[src/rtl/mux32_rr_sched_if.sv]
// Requester-bank / mux / consumer bundle for the round-robin mux scheduler.
// master = scheduler side, slave = requesters, mux tree and consumer.
interface mux32_rr_sched_if #(
  parameter int unsigned WIDTH = 16
) ();
  logic [31:0]      req;
  logic [WIDTH-1:0] mux_in;
  logic             out_ready;
  logic [4:0]       sel;
  logic [31:0]      ack;
  logic             out_valid;
  logic [WIDTH-1:0] out_data;
  logic [4:0]       out_src;

  modport master (
    input  req, mux_in, out_ready,
    output sel, ack, out_valid, out_data, out_src
  );

  modport slave (
    output req, mux_in, out_ready,
    input  sel, ack, out_valid, out_data, out_src
  );
endinterface

[src/rtl/mux32_rr_sched.sv]
// Round-robin scheduler sharing a 32:1 mux among 32 requesters; captures the
// selected word and offers it downstream over a valid/ready handshake.
module mux32_rr_sched #(
  parameter int unsigned WIDTH = 16
) (
  input  logic              clk,
  input  logic              rst,
  mux32_rr_sched_if.master  bus,
  output logic              busy
);
  localparam int unsigned N_REQ = 32;
  localparam int unsigned SEL_W = 5;

  typedef enum logic [1:0] {IDLE, SELECT, HOLD} state_t;

  state_t             state, state_d;
  logic [SEL_W-1:0]   ptr, ptr_d;
  logic [SEL_W-1:0]   win;
  logic               found;
  logic [SEL_W-1:0]   sel_d, src_d;
  logic [N_REQ-1:0]   ack_d;
  logic               valid_d, busy_d;
  logic [WIDTH-1:0]   data_d;

  // First pending request at or after ptr, wrapping modulo 32
  always_comb begin
    logic [SEL_W-1:0] idx;
    win   = '0;
    found = 1'b0;
    idx   = '0;
    for (int i = 0; i < int'(N_REQ); i++) begin
      idx = ptr + SEL_W'(i);
      if (!found && bus.req[idx]) begin
        win   = idx;
        found = 1'b1;
      end
    end
  end

  // Next state and next registered outputs
  always_comb begin
    state_d = state;
    ptr_d   = ptr;
    sel_d   = bus.sel;
    ack_d   = '0;
    valid_d = bus.out_valid;
    data_d  = bus.out_data;
    src_d   = bus.out_src;

    unique case (state)
      IDLE: begin
        valid_d = 1'b0;
        if (found) begin
          state_d = SELECT;
          sel_d   = win;
          ack_d   = N_REQ'(1) << win;
          ptr_d   = win + SEL_W'(1);
        end
      end
      SELECT: begin
        state_d = HOLD;
        valid_d = 1'b1;
        data_d  = bus.mux_in;
        src_d   = bus.sel;
      end
      HOLD: begin
        if (bus.out_ready) begin
          valid_d = 1'b0;
          if (found) begin
            state_d = SELECT;
            sel_d   = win;
            ack_d   = N_REQ'(1) << win;
            ptr_d   = win + SEL_W'(1);
          end else begin
            state_d = IDLE;
          end
        end
      end
      default: begin
        state_d = IDLE;
        valid_d = 1'b0;
      end
    endcase

    busy_d = (state_d != IDLE);
  end

  // State and output registers
  always_ff @(posedge clk) begin
    if (rst) begin
      state         <= IDLE;
      ptr           <= '0;
      bus.sel       <= '0;
      bus.ack       <= '0;
      bus.out_valid <= 1'b0;
      bus.out_data  <= '0;
      bus.out_src   <= '0;
      busy          <= 1'b0;
    end else begin
      state         <= state_d;
      ptr           <= ptr_d;
      bus.sel       <= sel_d;
      bus.ack       <= ack_d;
      bus.out_valid <= valid_d;
      bus.out_data  <= data_d;
      bus.out_src   <= src_d;
      busy          <= busy_d;
    end
  end
endmodule
[src/flat_wrapper.sv]
// flat-port wrapper written by rule: the top's interface ports become plain ports
module mux32_rr_sched_flat 
#(
  parameter int unsigned WIDTH = 16
)
  (clk, rst, busy, bus_req, bus_mux_in, bus_out_ready, bus_sel, bus_ack, bus_out_valid, bus_out_data, bus_out_src);
  mux32_rr_sched_if #(.WIDTH(WIDTH)) bus_i ();
  input  logic clk;
  input  logic rst;
  output logic busy;
  input wire logic [$bits(bus_i.req)-1:0] bus_req;
  input wire logic [$bits(bus_i.mux_in)-1:0] bus_mux_in;
  input wire logic [$bits(bus_i.out_ready)-1:0] bus_out_ready;
  output wire logic [$bits(bus_i.sel)-1:0] bus_sel;
  output wire logic [$bits(bus_i.ack)-1:0] bus_ack;
  output wire logic [$bits(bus_i.out_valid)-1:0] bus_out_valid;
  output wire logic [$bits(bus_i.out_data)-1:0] bus_out_data;
  output wire logic [$bits(bus_i.out_src)-1:0] bus_out_src;
  assign bus_i.req = bus_req;
  assign bus_i.mux_in = bus_mux_in;
  assign bus_i.out_ready = bus_out_ready;
  assign bus_sel = bus_i.sel;
  assign bus_ack = bus_i.ack;
  assign bus_out_valid = bus_i.out_valid;
  assign bus_out_data = bus_i.out_data;
  assign bus_out_src = bus_i.out_src;
  mux32_rr_sched #(.WIDTH(WIDTH)) u_core (.clk(clk), .rst(rst), .bus(bus_i), .busy(busy));
endmodule
[config.mk]
export PLATFORM = sky130hd
export DESIGN_NAME = mux32_rr_sched_flat
export DESIGN_NICKNAME = d
export VERILOG_FILES = /design/src/rtl/mux32_rr_sched_if.sv /design/src/rtl/mux32_rr_sched.sv /design/src/flat_wrapper.sv
export SDC_FILE = /design/constraint.sdc
export NUM_CORES = 1
export LEC_CHECK = 0
export CAP_MARGIN = 20
export CORE_UTILIZATION = 50
export CTS_CLUSTER_DIAMETER = 60
export DETAILED_ROUTE_END_ITERATION = 16
export MAX_ROUTING_LAYER = met4
export PLACE_DENSITY = 0.69
export SLEW_MARGIN = 20
export SYNTH_ARGS = -nofsm -noshare
export SYNTH_HDL_FRONTEND = slang
export SYNTH_SLANG_ARGS = --single-unit
[constraint.sdc]
create_clock -name clk -period 8.05 [get_ports clk]
set_input_delay 1.61 -clock clk [delete_from_list [all_inputs] [get_ports clk]]
set_output_delay 1.61 -clock clk [all_outputs]
set_load 0.05 [all_outputs]
==> flow_summary.ini, run 1 <==
[worst_setup_path]
ff2ff_path_depth = 17
crit_path_cell_trace = clkinv_1 > ha_1 > mux4_1 > and4_1 > o41a_1 > or4_1 > nor4b_1 > a21oi_1 > or3_1 > o2111ai_1 > a221oi_2 > or3_4 > or2_4 > ha_1 > nor2_1 > a21oi_1 > nor2_1
rr_startpoint = u_core.ptr[1]
worstPathRequired_ns = 8.27
worst-path-buf-inv = 1
critPathLaunch = u_core.ptr[1]
worst-setup-path-type = register to register
end_kind = register
rrSetupSlack_ns = 0.73
arrival_ns = 7.54
max_stage_delay_ns = 1.01
crit_cells = 17
cp_max_fo = 16
critPathSlowestCell = ha_1
cp_top_family = simple AND/OR/NAND/NOR gates
r2r_end = u_core.ptr[1]
critPathLaunchType = register

[detailed_routing]
via_per_inst = 7.12
drt_iter0_drc = 1272
wl_met3_um = 4110
top_layer = met4
wirelength_um = 35900
firstDrtPassIters = 7
wl_met2_um = 15200
vias = 9839
drt-met1-wl_um = 15000
drc = 0
wl_per_cell_um = 26.0
final_antenna_net_count = 0

[place]
dp.cells = 1365
portBuffers = 110
post-dp-hpwl_um = 27700
gp_routability_congestion = 1.07

[yosys]
synth_nets = 1129
synth_cells = 1063
synth_edf_count = 0
syn-cell-area_um2 = 8970
ys.flop_type = dfxtp_1
ys_async_sr_fraction_pct = 0
yosys.cell_types.count = 97
synthTopCellsByArea = mux4_2 16%, dfxtp_1 15%, mux2i_1 7.9%
synth.most_common_cell = nand2_1
synth_top_area_share_pct = 16.3
ys_seq_area_share_pct = 15.0
yosysWarnings = 0
synth_top_area_cell = mux4_2
avgSynthCellArea_um2 = 8.43
synth_common_cells = 134 x nand2_1, 84 x nor2_1, 77 x a21oi_1
yosys_register_bits = 67

[floorplan]
dieArea_um2 = 18500
initial_core_util_pct = 51.5
die_h_um = 136
core_area_um2 = 17400
io_pins = 111
die-width_um = 136
rows = 48

[clocking]
hold_buffers = 0
clock_sinks = 67
post_cts_resized = 0
clk_pin_slew_ns = 0.06
cts_inserted_buffers = 9
cts_tree = built
clockRootBuffer = clkbuf_16
cts_buffer_depth = 2
postCtsSetupBuffers = 0
htree_num_levels = 3
clock_latency_ns = 0.34

[final_layout]
area_growth_pct = 18.4
drive_gt1_share_pct = 16.1
fillCellCount = 1566
fin_cells = 1381
nets = 1217
num_antenna_cells = 0

[timing]
hold_ws_ns = 0.452
clock_skew_ns = 0.00708
clock.fmax_mhz = 137
setup-tns-final_ns = 0
max_slew.worst_pin.slew_ns = 1.02
hold_viol = 0
slew_viol_final = 0
grt_setup_unrepaired = false
period_share_pct = 90.9
min_period_ns = 7.32
setup_viol = 0
relSlewSlack_pct = 32.3

[worst_hold_path]
hp-class = register to register
min_from = u_core.bus.out_data[15]
holdPathEnd = u_core.bus.out_data[15]
hold_depth = 2

[global_routing]
grt_max_degree = 53
overflow = 0
antenna_found_initial = 0
grt_pass1_wl_um = 54200
grtUsageTotal_pct = 40.4
grt_pass1_vias = 9067

[run]
max_cap_violations = 0

[run_status]
outcome = complete, no violations
==> cells by family after synthesis <==
group / Yosys count / share of synthesized area (%)
flip-flops: 67 / 15.0
AO/OA/AOI/OAI: 290 / 23.2
AND/OR/NAND/NOR: 396 / 22.2
adder cells (fa/ha/maj): 15 / 2.09
buffers and inverters: 87 / 4.48
multiplexers: 174 / 29.7
XOR/XNOR: 34 / 3.32
==> cells in the final DEF, fill, tap and decap left out, types with 33 or more instances in the layout <==
cell type and count:
and3_1 38, dfxtp_1 64, a21oi_1 77, mux2i_1 71, nand2_1 134, clkdlybuf4s50_1 110, buf_4 33, mux2_2 33
nor2_1 84, mux4_2 65
==> registers in the layout, summed over array words and instances (netlist names) <==
signal / flops
u_core.bus.ack: 32
u_core.bus.out_data: 16
u_core.bus.out_src: 5
u_core.bus.sel: 5
u_core.ptr: 5
u_core.state: 2
u_core.bus.out_valid: 1
u_core.busy: 1
==> cell type report <==
type	instances	area [µm²]	share of cell area [%]
multi-input cells	909	7240	68.2
well taps	225	282	2.65
clock buffers	12	267	2.51
clock inverters	4	55.1	0.519
inverters	21	78.8	0.742
repair buffers	143	1350	12.7
flip-flops and latches	67	1350	12.7
==> per-stage QoR <==
step	instance area (µm²)	setup slack, ns	util, %
2_1_floorplan	8970	1.30	-
3_3_place_gp	10300	0.840	59.1
3_5_place_dp	10300	0.828	59.1
4_1_cts	10600	0.884	61.0
5_1_grt	10600	0.393	61.0
6_report	10600	0.734	61.0
==> worst reg2reg max path, cell delays in order (launching register included) <==
cell	delay (ns)
dfxtp_4	0.49
clkinv_1	0.49
ha_1	1.01
mux4_1	0.80
and4_1	0.28
o41a_1	0.48
or4_1	0.66
nor4b_1	0.83
a21oi_1	0.16
or3_1	0.36
o2111ai_1	0.14
a221oi_2	0.10
or3_4	0.41
or2_4	0.28
ha_1	0.29
nor2_1	0.11
a21oi_1	0.06
nor2_1	0.26
==> per-layer routing <==
layer	track usage, %	vias to the layer above
met4	16.4	0
met3	9.02	109
li1	-	4319
met1	55.9	4708
met5	-	-
met2	56.3	703
==> worst max path at each step <==
stage                        end  slack [ns]
3_5_place_dp       u_core.ptr[1]        0.83
2_1_floorplan      u_core.ptr[1]        1.30
4_1_cts            u_core.ptr[1]        0.88
3_3_place_gp       u_core.ptr[1]        0.84
6_report           u_core.ptr[1]        0.73
5_1_grt        u_core.bus.ack[8]        0.39
Power of run 1 is not shown: default switching activity piles up to over one toggle a cycle in this logic, so the estimate is an artifact.
==> run 2: changes to the inputs <==
--- a/config.mk
+++ b/config.mk
@@ -6,9 +6,11 @@
 export NUM_CORES = 1
 export LEC_CHECK = 0
 export CAP_MARGIN = 20
+export CORE_ASPECT_RATIO = 2
 export CORE_UTILIZATION = 50
 export CTS_CLUSTER_DIAMETER = 60
 export DETAILED_ROUTE_END_ITERATION = 16
+export GPL_ROUTABILITY_DRIVEN = 1
 export MAX_ROUTING_LAYER = met4
 export PLACE_DENSITY = 0.69
 export SLEW_MARGIN = 20
==> flow_summary.ini, run 2 (synthesized netlist as in run 1, its figures left out) <==
[global_routing]
antenna_found_initial = 1
grtUsageTotal_pct = 43.9
overflow = 0
grt_max_degree = 56
grt_pass1_wl_um = 59400
grt_pass1_vias = 9951

[clocking]
cts_buffer_depth = 2
postCtsSetupBuffers = 0
cts_inserted_buffers = 9
clock_sinks = 67
hold_buffers = 0
clockRootBuffer = clkbuf_16
post_cts_resized = 0
clk_pin_slew_ns = 0.05
cts_tree = built
clock_latency_ns = 0.33
htree_num_levels = 3

[place]
dp.cells = 1360
gp_routability_congestion = 1.11
post-dp-hpwl_um = 30700
portBuffers = 110

[timing]
slew_viol_final = 0
clock_skew_ns = 0.00796
grt_setup_unrepaired = false
setup_viol = 0
setup-tns-final_ns = 0
relSlewSlack_pct = 17.8
period_share_pct = 85.7
hold_viol = 0
clock.fmax_mhz = 145
min_period_ns = 6.90
max_slew.worst_pin.slew_ns = 1.22

[floorplan]
initial_core_util_pct = 51.4
core_area_um2 = 17400
die-width_um = 96.7
rows = 68
die_h_um = 191
io_pins = 111
dieArea_um2 = 18500

[worst_setup_path]
worst-setup-path-type = primary input to register
ff2ff_path_depth = 16
crit_end = u_core.ptr[4]
cp_max_fo = 14
rr_startpoint = u_core.ptr[3]
arrival_ns = 7.11
r2r_end = u_core.ptr[4]
critPathLaunch = bus_req[16]
rrSetupSlack_ns = 1.46
critPathLaunchType = primary input
worstPathRequired_ns = 8.26
end_kind = register

[final_layout]
largest-register = u_core.bus.ack
fillCellCount = 1582
drive_gt1_share_pct = 16.7
layout_common_cells = 134 x nand2_1, 110 x clkdlybuf4s50_1, 84 x nor2_1, 77 x a21oi_1, 71 x mux2i_1
fin_cells = 1377
largest_reg_flops = 32
final_common_cell = nand2_1
area_growth_pct = 19.0
top_regs = u_core.bus.ack: 32 flops, u_core.bus.out_data: 16 flops
seq_area_um2 = 1350
nets = 1227
multi_input_area_um2 = 7230

[run_status]
outcome = complete, no violations

[detailed_routing]
via_per_inst = 7.25
wl_per_cell_um = 28.7
drc = 0
final_antenna_net_count = 0
wirelength_um = 39500
vias = 9987
drt_iter0_drc = 959
firstDrtPassIters = 7

[run]
max_cap_violations = 0

[worst_hold_path]
hp-class = register to register
-- run 2: cell count changes in the layout (fill, tap and decap cells not counted), sizes merged --
cell,previous run,this run
diode,0,2
clkbuf,12,11
inv,20,19
buf,33,43
clkinv,3,4
-- run 2: final cells by class --
class                      count  area share (%)
clock buffer                  11            2.47
multi-input combinational    909            67.8
inverter                      21           0.739
timing repair buffer         153            13.3
antenna                        2          0.0469
sequential                    67            12.6
tap                          210            2.46
clock inverter                 4           0.516
-- run 2: per-layer routing --
metal  global-route usage, %  vias up  wire (µm)
li1                        -     4343          -
met1                    42.2     4711      12300
met2                    72.2      643      19000
met3                    8.96      290       3370
met4                    43.0        0       4700
met5                       -        -          0
-- run 2: worst min-delay path by stage --
| stage | cells after the start | slack, ns | endpoint | startpoint |
|---|---|---|---|---|
| floorplan | 2 | 0.52 | u_core.state[1] | u_core.state[1] |
| CTS | 2 | 0.45 | u_core.bus.out_data[4] | u_core.bus.out_data[4] |
| detailed placement | 2 | 0.45 | u_core.bus.out_data[4] | u_core.bus.out_data[4] |
| global placement | 2 | 0.44 | u_core.bus.out_data[11] | u_core.bus.out_data[11] |
| global route | 2 | 0.47 | u_core.bus.out_data[14] | u_core.bus.out_data[14] |
| finish | 2 | 0.45 | u_core.bus.out_data[4] | u_core.bus.out_data[4] |
-- run 2: metrics by stage --
step	instance area (µm²)	setup slack (ns)	hold slack, ns	utilization [%]
2_1_floorplan	8970	1.30	0.520	-
3_3_place_gp	10300	1.00	0.441	59.3
3_5_place_dp	10300	0.984	0.447	59.3
4_1_cts	10700	1.28	0.454	61.1
5_1_grt	10700	0.937	0.473	61.1
6_report	10700	1.15	0.453	61.2
-- run 2: critical path, cell delays in order --
cell             delay (ns)
clkdlybuf4s50_1        0.52
mux4_1                 0.63
and4_1                 0.26
o41ai_1                0.65
and4_1                 0.46
nand3_2                0.10
buf_4                  0.23
o311ai_0               1.04
a22oi_1                0.29
o22ai_1                0.25
o21ai_0                0.19
a21oi_1                0.30
nor2_1                 0.24
a211o_1                0.34
Power of run 2 is left out for the same reason.
